**config.mk**
```make
export PLATFORM = sky130hd
export DESIGN_NAME = ldpc_cn_scheduler
export DESIGN_NICKNAME = d
export VERILOG_FILES = /design/src/rtl/ldpc_pkg.sv /design/src/rtl/ldpc_sched_delay.sv /design/src/rtl/ldpc_cn_scheduler.sv
export SDC_FILE = /design/constraint.sdc
export NUM_CORES = 1
export LEC_CHECK = 0
export BUFFER_PORTS_ARGS = -buffer_cell sky130_fd_sc_hd__buf_2
export CORE_MARGIN = 3
export CORE_UTILIZATION = 45
export DETAILED_ROUTE_END_ITERATION = 16
export SYNTH_ARGS = -nofsm -noshare
export SYNTH_HDL_FRONTEND = slang
export SYNTH_SLANG_ARGS = --single-unit
```
**constraint.sdc**
```tcl
create_clock -name i_clock -period 5.9 [get_ports i_clock]
set_clock_uncertainty 0.15 [all_clocks]
set_input_delay 0.295 -clock i_clock [delete_from_list [all_inputs] [get_ports i_clock]]
set_output_delay 0.295 -clock i_clock [all_outputs]
set_load 0.01 [all_outputs]
```
**src/rtl/ldpc_pkg.sv**
```systemverilog
// Shared state type and latency defaults for the LDPC check-node scheduler.
package ldpc_pkg;

    typedef enum logic [2:0] {
        ST_IDLE  = 3'd0,
        ST_ISSUE = 3'd1,
        ST_DRAIN = 3'd2,
        ST_CHECK = 3'd3,
        ST_DONE  = 3'd4
    } sched_state_e;

    localparam int MEM_LAT_DEF = 1;
    localparam int MS_LAT_DEF  = 5;

endpackage

```
**src/rtl/ldpc_sched_delay.sv**
```systemverilog
// Fixed-depth shift register carrying {valid, row} alongside a row's trip
// through LLR memory and the min-sign unit. All stages are exposed as taps.
module ldpc_sched_delay #(
    parameter int DEPTH = 7,
    parameter int WIDTH = 9
) (
    input  logic                   i_clock,
    input  logic                   i_reset,
    input  logic [WIDTH-1:0]       i_data,
    output logic [DEPTH*WIDTH-1:0] o_pipe
);

    logic [DEPTH*WIDTH-1:0] pipe_d;
    logic [DEPTH*WIDTH-1:0] pipe_q;

    // Stage k holds what entered k+1 cycles ago.
    always_comb begin
        pipe_d = pipe_q;
        pipe_d[WIDTH-1:0] = i_data;
        for (int k = 1; k < DEPTH; k++) begin
            pipe_d[k*WIDTH +: WIDTH] = pipe_q[(k-1)*WIDTH +: WIDTH];
        end
    end

    always_ff @(posedge i_clock) begin
        if (i_reset) begin
            pipe_q <= '0;
        end else begin
            pipe_q <= pipe_d;
        end
    end

    assign o_pipe = pipe_q;

endmodule

```
**src/rtl/ldpc_cn_scheduler.sv**
```systemverilog
// Row-issue scheduler for a layered LDPC check-node unit.
// Build option: LDPC_CN_SCHED_EARLY_STOP_EN lets i_syndrome_ok end decoding early.
//
// state | meaning
// IDLE  | waiting for i_start
// ISSUE | reading one row per cycle unless i_hold
// DRAIN | last row issued, waiting for in-flight rows to write back
// CHECK | iteration done, decide stop or next iteration
// DONE  | o_done pulse, then back to IDLE
module ldpc_cn_scheduler
    import ldpc_pkg::*;
#(
    parameter int ROW_AW  = 8,
    parameter int ITER_W  = 6,
    parameter int MEM_LAT = MEM_LAT_DEF,
    parameter int MS_LAT  = MS_LAT_DEF
) (
    input  logic              i_clock,
    input  logic              i_reset,
    input  logic              i_start,
    input  logic [ROW_AW-1:0] i_num_rows,
    input  logic [ITER_W-1:0] i_max_iter,
    input  logic              i_hold,
    input  logic              i_syndrome_ok,
    output logic              o_rd_en,
    output logic [ROW_AW-1:0] o_rd_addr,
    output logic              o_ms_latch,
    output logic              o_wr_en,
    output logic [ROW_AW-1:0] o_wr_addr,
    output logic              o_busy,
    output logic              o_done,
    output logic [ITER_W-1:0] o_iter_count
);

    localparam int DEPTH = MEM_LAT + MS_LAT + 1;
    localparam int W     = ROW_AW + 1;

    sched_state_e      state_q,    state_d;
    logic [ROW_AW-1:0] num_rows_q, num_rows_d;
    logic [ITER_W-1:0] max_iter_q, max_iter_d;
    logic [ROW_AW-1:0] row_q,      row_d;
    logic [ITER_W-1:0] iter_q,     iter_d;
    logic              rd_en_q,    rd_en_d;
    logic [ROW_AW-1:0] rd_addr_q,  rd_addr_d;
    logic              busy_q,     busy_d;
    logic              done_q,     done_d;

    logic [DEPTH*W-1:0] pipe;
    logic               in_flight;
    logic               early_stop;
    logic               unused_pipe;

`ifdef LDPC_CN_SCHED_EARLY_STOP_EN
    assign early_stop = i_syndrome_ok;
`else
    logic unused_syndrome;
    assign unused_syndrome = i_syndrome_ok;
    assign early_stop      = 1'b0;
`endif

    ldpc_sched_delay #(
        .DEPTH (DEPTH),
        .WIDTH (W)
    ) u_delay (
        .i_clock (i_clock),
        .i_reset (i_reset),
        .i_data  ({rd_en_q, rd_addr_q}),
        .o_pipe  (pipe)
    );

    // A row counts as in flight from its read strobe until its write-back.
    always_comb begin
        in_flight = rd_en_q;
        for (int k = 0; k < DEPTH; k++) begin
            in_flight = in_flight | pipe[k*W + ROW_AW];
        end
    end

    assign unused_pipe = ^pipe;

    always_comb begin
        state_d    = state_q;
        num_rows_d = num_rows_q;
        max_iter_d = max_iter_q;
        row_d      = row_q;
        iter_d     = iter_q;
        rd_en_d    = 1'b0;
        rd_addr_d  = '0;
        case (state_q)
            ST_IDLE: begin
                if (i_start) begin
                    num_rows_d = i_num_rows;
                    max_iter_d = (i_max_iter == '0) ? ITER_W'(1) : i_max_iter;
                    iter_d     = '0;
                    row_d      = '0;
                    state_d    = (i_num_rows == '0) ? ST_DONE : ST_ISSUE;
                end
            end
            ST_ISSUE: begin
                if (!i_hold) begin
                    rd_en_d   = 1'b1;
                    rd_addr_d = row_q;
                    row_d     = row_q + ROW_AW'(1);
                    if (row_q == num_rows_q - ROW_AW'(1)) begin
                        state_d = ST_DRAIN;
                    end
                end
            end
            ST_DRAIN: begin
                if (!in_flight) begin
                    iter_d  = iter_q + ITER_W'(1);
                    state_d = ST_CHECK;
                end
            end
            ST_CHECK: begin
                if (iter_q == max_iter_q || early_stop) begin
                    state_d = ST_DONE;
                end else begin
                    row_d   = '0;
                    state_d = ST_ISSUE;
                end
            end
            ST_DONE: begin
                state_d = ST_IDLE;
            end
            default: begin
                state_d = ST_IDLE;
            end
        endcase
        // Status outputs follow the state being entered so they line up with it.
        busy_d = (state_d != ST_IDLE);
        done_d = (state_d == ST_DONE);
    end

    always_ff @(posedge i_clock) begin
        if (i_reset) begin
            state_q    <= ST_IDLE;
            num_rows_q <= '0;
            max_iter_q <= '0;
            row_q      <= '0;
            iter_q     <= '0;
            rd_en_q    <= 1'b0;
            rd_addr_q  <= '0;
            busy_q     <= 1'b0;
            done_q     <= 1'b0;
        end else begin
            state_q    <= state_d;
            num_rows_q <= num_rows_d;
            max_iter_q <= max_iter_d;
            row_q      <= row_d;
            iter_q     <= iter_d;
            rd_en_q    <= rd_en_d;
            rd_addr_q  <= rd_addr_d;
            busy_q     <= busy_d;
            done_q     <= done_d;
        end
    end

    assign o_rd_en      = rd_en_q;
    assign o_rd_addr    = rd_addr_q;
    assign o_ms_latch   = pipe[(MEM_LAT-1)*W + ROW_AW];
    assign o_wr_en      = pipe[(DEPTH-1)*W + ROW_AW];
    assign o_wr_addr    = pipe[(DEPTH-1)*W +: ROW_AW];
    assign o_busy       = busy_q;
    assign o_done       = done_q;
    assign o_iter_count = iter_q;

endmodule

```
# == After elaboration in Yosys (flattened, before gate mapping) ==
# Index checks and enable logic that the tools add are counted.
# op_classes
addsub,3
mul,0
div,0
n_lt_le_gt_ge,0
eq_ne,10
shifts,0
n_mux,16
bitwise,8
reduce_logical,11
# op_table
op,count
$mux 8,3
$pmux 8 s3,1
$mux 3,6
$mux 6,3
$pmux 3 s4,1
$pmux 6 s2,1
$add 8x1->8 const B,1
$eq 8x8->1,1
$logic_not 8->1,1
$ne 2x2->1 const B,4
$sub 8x1->8 const B,1
$or 1x1->1,7
$add 6x1->6 const B,1
$eq 3x2->1 const B,2
$eq 6x6->1,1
$logic_not 6->1,1
$reduce_bool 3->1,2
$reduce_and 4->1,1
$eq 3x1->1 const B,1
$eq 3x3->1 const B,1
$logic_not 3->1,1
$reduce_and 3->1,1
$reduce_or 3->1,1
$reduce_and 2->1,1
4 further kinds,4
# totals
reg_bits,105
latch_bits,0
ram_bits,0
romBits,0
inputBits,19
mem_count,0

# == Longest topological paths before layout ==
# depth
ltp_word,10
mapped_depth,9

# == Cells and area by module ==
# A second synthesis with hierarchy kept.
# hier_totals
cells_unflattened,368
hier_area_um2,3663.5
# by_module_without_submodules
mod,n_inst,cells_per_inst,area_each_um2,seq_area_each_um2
ldpc_cn_scheduler,1,236,1978.1,840.8
ldpc_sched_delay,1,132,1685.4,1261.2

# == Worst setup path after synthesis ==
# Ideal clock, no wire load.
# synth_path
kind,register -> register
startpoint,register num_rows_q[0]
endpoint,register state_q[1]
t_arrival_ns,1.727
required_time_ns,5.689
path_slack_ns,3.962
path_stages_with_launch,10
n_path_buf,2
path_cell_list,dfxtp_1 -> buf_2 -> inv_1 -> ha_1 -> clkbuf_2 -> o21ba_2 -> a221oi_1 -> a41oi_1 -> a211oi_2 -> a32o_1
# synth_via
elab_chain_cells,5
# synth_lines
item,line,rtl
"start, declared",ldpc_cn_scheduler.sv:39,"logic [ROW_AW-1:0] num_rows_q, num_rows_d;"
"start signal, assigned",ldpc_cn_scheduler.sv:148,num_rows_q <= num_rows_d;
$sub 8x1->8,ldpc_cn_scheduler.sv:104,if (row_q == num_rows_q - ROW_AW'(1)) begin
$eq 8x8->1,ldpc_cn_scheduler.sv:104,
$mux 3,ldpc_cn_scheduler.sv:104,
$mux 3,ldpc_cn_scheduler.sv:100,if (!i_hold) begin
$pmux 3 s4,ldpc_cn_scheduler.sv:89,case (state_q)
"end signal, assigned",ldpc_cn_scheduler.sv:147,state_q <= state_d;
"end, declared",ldpc_cn_scheduler.sv:38,"sched_state_e state_q, state_d;"
# Every way passes these cells.
# A chain may end at the register's enable or synchronous reset.

# == Final worst setup path ==
# layout_path
startpoint,register num_rows_q[0]
endpoint,register state_q[0]
# Same word-level chain as after synthesis.

==> run_results.csv <==
group,metric,value,unit
clock_network,cts-resized-gates,0,
synth,syn-cell-area,0.003820,mm2
synth,avgSynthCellArea,9.974,um2
setup_path,worstPathMaxFanout,8,
timing,max-slew-margin-rel,52.01,%
clock_network,cts_root_buf,"clkbuf_8",
pwr,p_sw_share,25.22,%
setup_path,r2r_cells,7,
hold_path,min_from,"i_start",
clock_network,cts-htree-levels,3,
layout,multi_input_area,0.001545,mm2
setup_path,crit_end,"state_q[0]",
route,drc,0,
synth,ys_seq_elements,105,
route,via_per_inst,4.828,
clock_network,clk_latency,0.36,ns
pwr,p_leak,1.697,nW
setup_path,cpPeakStageDelay,0.47,ns
pwr,pwr-share-seq,59.0,%
global_route,grt_pass1_vias,2309,
setup_path,crit_type,"register to register",
layout,num-fill-cells,750,
floorplan,num_rows,32,
setup_path,rr_startpoint,"num_rows_q[0]",
synth,ys.flop_type,"dfxtp_1",
floorplan,die_x,98.14,um
synth,synth_cell_types,52,
timing,fin_crit,2.175,ns
clock_network,clk_path_buf_depth,2,
timing,rsz0062_at_grt,"no",
pwr,p_sw,0.3121,mW
placed_design,portBuffers,44,
setup_path,path_delay_family,"compound AO/OA/AOI/OAI gates",
timing,setup_viol,0,
timing,fmax,459.8,MHz
global_route,grt_max_degree,54,
pwr,internal_power,0.9251,mW
floorplan,start_util,47.94,%
pwr,comb_power_share,7.2,%
floorplan,dieArea,0.009630,mm2
setup_path,crit_chain,"inv_1 -> ha_1 -> o21ba_2 -> a221oi_1 -> a41oi_1 -> a211oi_2 -> o22ai_2",
route,wl_per_cell,12.43,um
clock_network,cts_hold_buffers,0,
layout,regArea,0.002102,mm2
status,status,"finished clean",
pwr,clockPowerShare,33.8,%
floorplan,coreArea,0.007968,mm2
route,vias,2496,
layout,layout_common_cells,"dfxtp_1, nor2b_1, buf_2",
synth,syn_nets,405,
synth,synth-edff-count,0,
setup_path,crit_cells,7,
setup_path,worstPathArrival,2.25,ns
setup_path,crit_start,"num_rows_q[0]",
setup_path,regToRegSetupSlack,3.72,ns
clock_network,clkSlewWorstSetupHoldPaths,0.10,ns
setup_path,r2r-end,"state_q[0]",
timing,hold_viol,0,
pwr,peakVddDrop,0.1443,mV
global_route,grt_usage,14.09,%
timing,fin_crit_sh,36.86,%
synth,ys_async_sr_fraction,0,%
timing,slew_viol_final,0,
clock_network,cts.sinks,105,
synth,yosysWarnings,0,
placed_design,place.detailed.hpwl,4.321,mm
clock_network,cts_tree,"done",
synth,syn_inst,383,
timing,worst_pin_slew,0.7198,ns
setup_path,required,5.98,ns
synth,yosysSeqAreaShare,55.03,%
layout,final_common_cell,"dfxtp_1",
floorplan,die_h,98.14,um
pwr,p_per_area,293.6,mW/mm2
setup_path,critPathBufInv,1,
clock_network,cts_setup_buffers,0,
global_route,grt_pass1_wl,11.03,mm
placed_design,gp_congestion,0.8054,
pwr,totalPowerFinal,1.237,mW
route,antenna_left,0,
layout,antenna_cells_inserted,0,
route,dr.first_iter.drc_count,64,
route,drt-total-wl,6.428,mm
floorplan,io_pins,46,
layout,fin_nets,432,
timing,fin_tns_setup,0,ns
hold_path,hp-class,"input port to register",
layout,area_delta_synth_final,10.32,%
global_route,antenna_found_initial,0,
global_route,grt_overflow_total,0,
layout,post_route_cells_drive_above_1_share,17.59,%
setup_path,crit_slowest_cell,"dfxtp_1",
clock_network,cts_buffers,9,
setup_path,worst_setup_path_start_kind,"register",
job,drv_cap,0,
route,dr.pass1.iters,5,
setup_path,cp-end-kind,"register",
final cells by class:
type | instances | area share [%]
Clock buffer | 10 | 3.266
Clock inverter | 6 | 1.128
Inverter | 5 | 0.4454
Multi-Input combinational cell | 243 | 36.67
Sequential cell | 105 | 49.88
Tap cell | 102 | 3.028
Timing Repair Buffer | 46 | 5.582
power groups by stage:
stage / sequential, mW / combinational, mW / clock, mW
final: 0.730 / 0.0890 / 0.419
after global routing: 0.732 / 0.101 / 0.467
after CTS: 0.730 / 0.0898 / 0.434
after detailed placement: 0.746 / 0.0894 / 0
after global placement: 0.746 / 0.0872 / 0
after floorplan: 0.743 / 0.0680 / 0
cells in the mapped netlist (all sizes together), types with 5 or more instances:
library cell,number,area [um2]
a21oi,20,100.1
a311oi,6,58.80
and2,8,50.05
buf,17,110.1
clkbuf,13,50.04
dfxtp,105,2102
inv,5,18.77
nand2,41,153.9
nand3,7,35.03
nand4,5,31.28
nor2,17,73.82
nor2b,66,412.9
nor3,11,55.05
xnor2,9,78.83
xor2,10,87.58
worst reg2reg max path: stages (launching register included):
cell	delay, ns
dfxtp_1	0.47
inv_1	0.08
ha_1	0.32
o21ba_2	0.24
a221oi_1	0.29
a41oi_1	0.10
a211oi_2	0.27
o22ai_2	0.12
stage by stage:
stage | std cells | area [um2] | hold WS [ns] | util, % | worst slack [ns]
floorplan | 383 | 3820 | 0.2629 | - | 3.962
global placement | 501 | 4029 | 0.2693 | 50.57 | 3.763
detailed placement | 501 | 4029 | 0.2704 | 50.57 | 3.740
CTS | 517 | 4214 | 0.001652 | 52.89 | 3.705
global route | 517 | 4214 | 0.005984 | 52.89 | 3.593
finish | 517 | 4214 | 0.01904 | 52.89 | 3.725
flip-flops by register name, indices dropped and copies added, names as in the netlist:
register        count
o_iter_count        6
o_busy              1
row_q               8
o_rd_addr           8
o_done              1
state_q             3
num_rows_q          8
o_rd_en             1
max_iter_q          6
u_delay.o_pipe     63
worst min-delay path by stage:
| stage | end | slack [ns] | cells after the start |
|---|---|---|---|
| after floorplan | o_busy | 0.26 | 1 |
| after global placement | u_delay.o_pipe[39] | 0.27 | 1 |
| after detailed placement | u_delay.o_pipe[33] | 0.27 | 1 |
| after CTS | o_busy | 0.002 | 2 |
| after global routing | o_busy | 0.006 | 2 |
| final | o_busy | 0.02 | 2 |
logic make-up (layout without fill, tap and decap cells):
group,Yosys count,in the layout,share of synthesized area [%]
simple gates,173,173,25.55
flops,105,105,55.03
compound gates,47,47,9.139
buf+inv,35,67,4.684
xor+xnor,19,19,4.356
fa+ha+maj,3,3,0.9827
mux,1,1,0.2620
metal layers:
| layer | track usage, % | part of all wire, % |
|---|---|---|
| met5 | 0 | 0 |
| met2 | 21.15 | 45 |
| met1 | 19.29 | 50 |
| met3 | 3.429 | 3.8 |
| met4 | 6.303 | 0.98 |
Power figures use the tool's default switching activity.
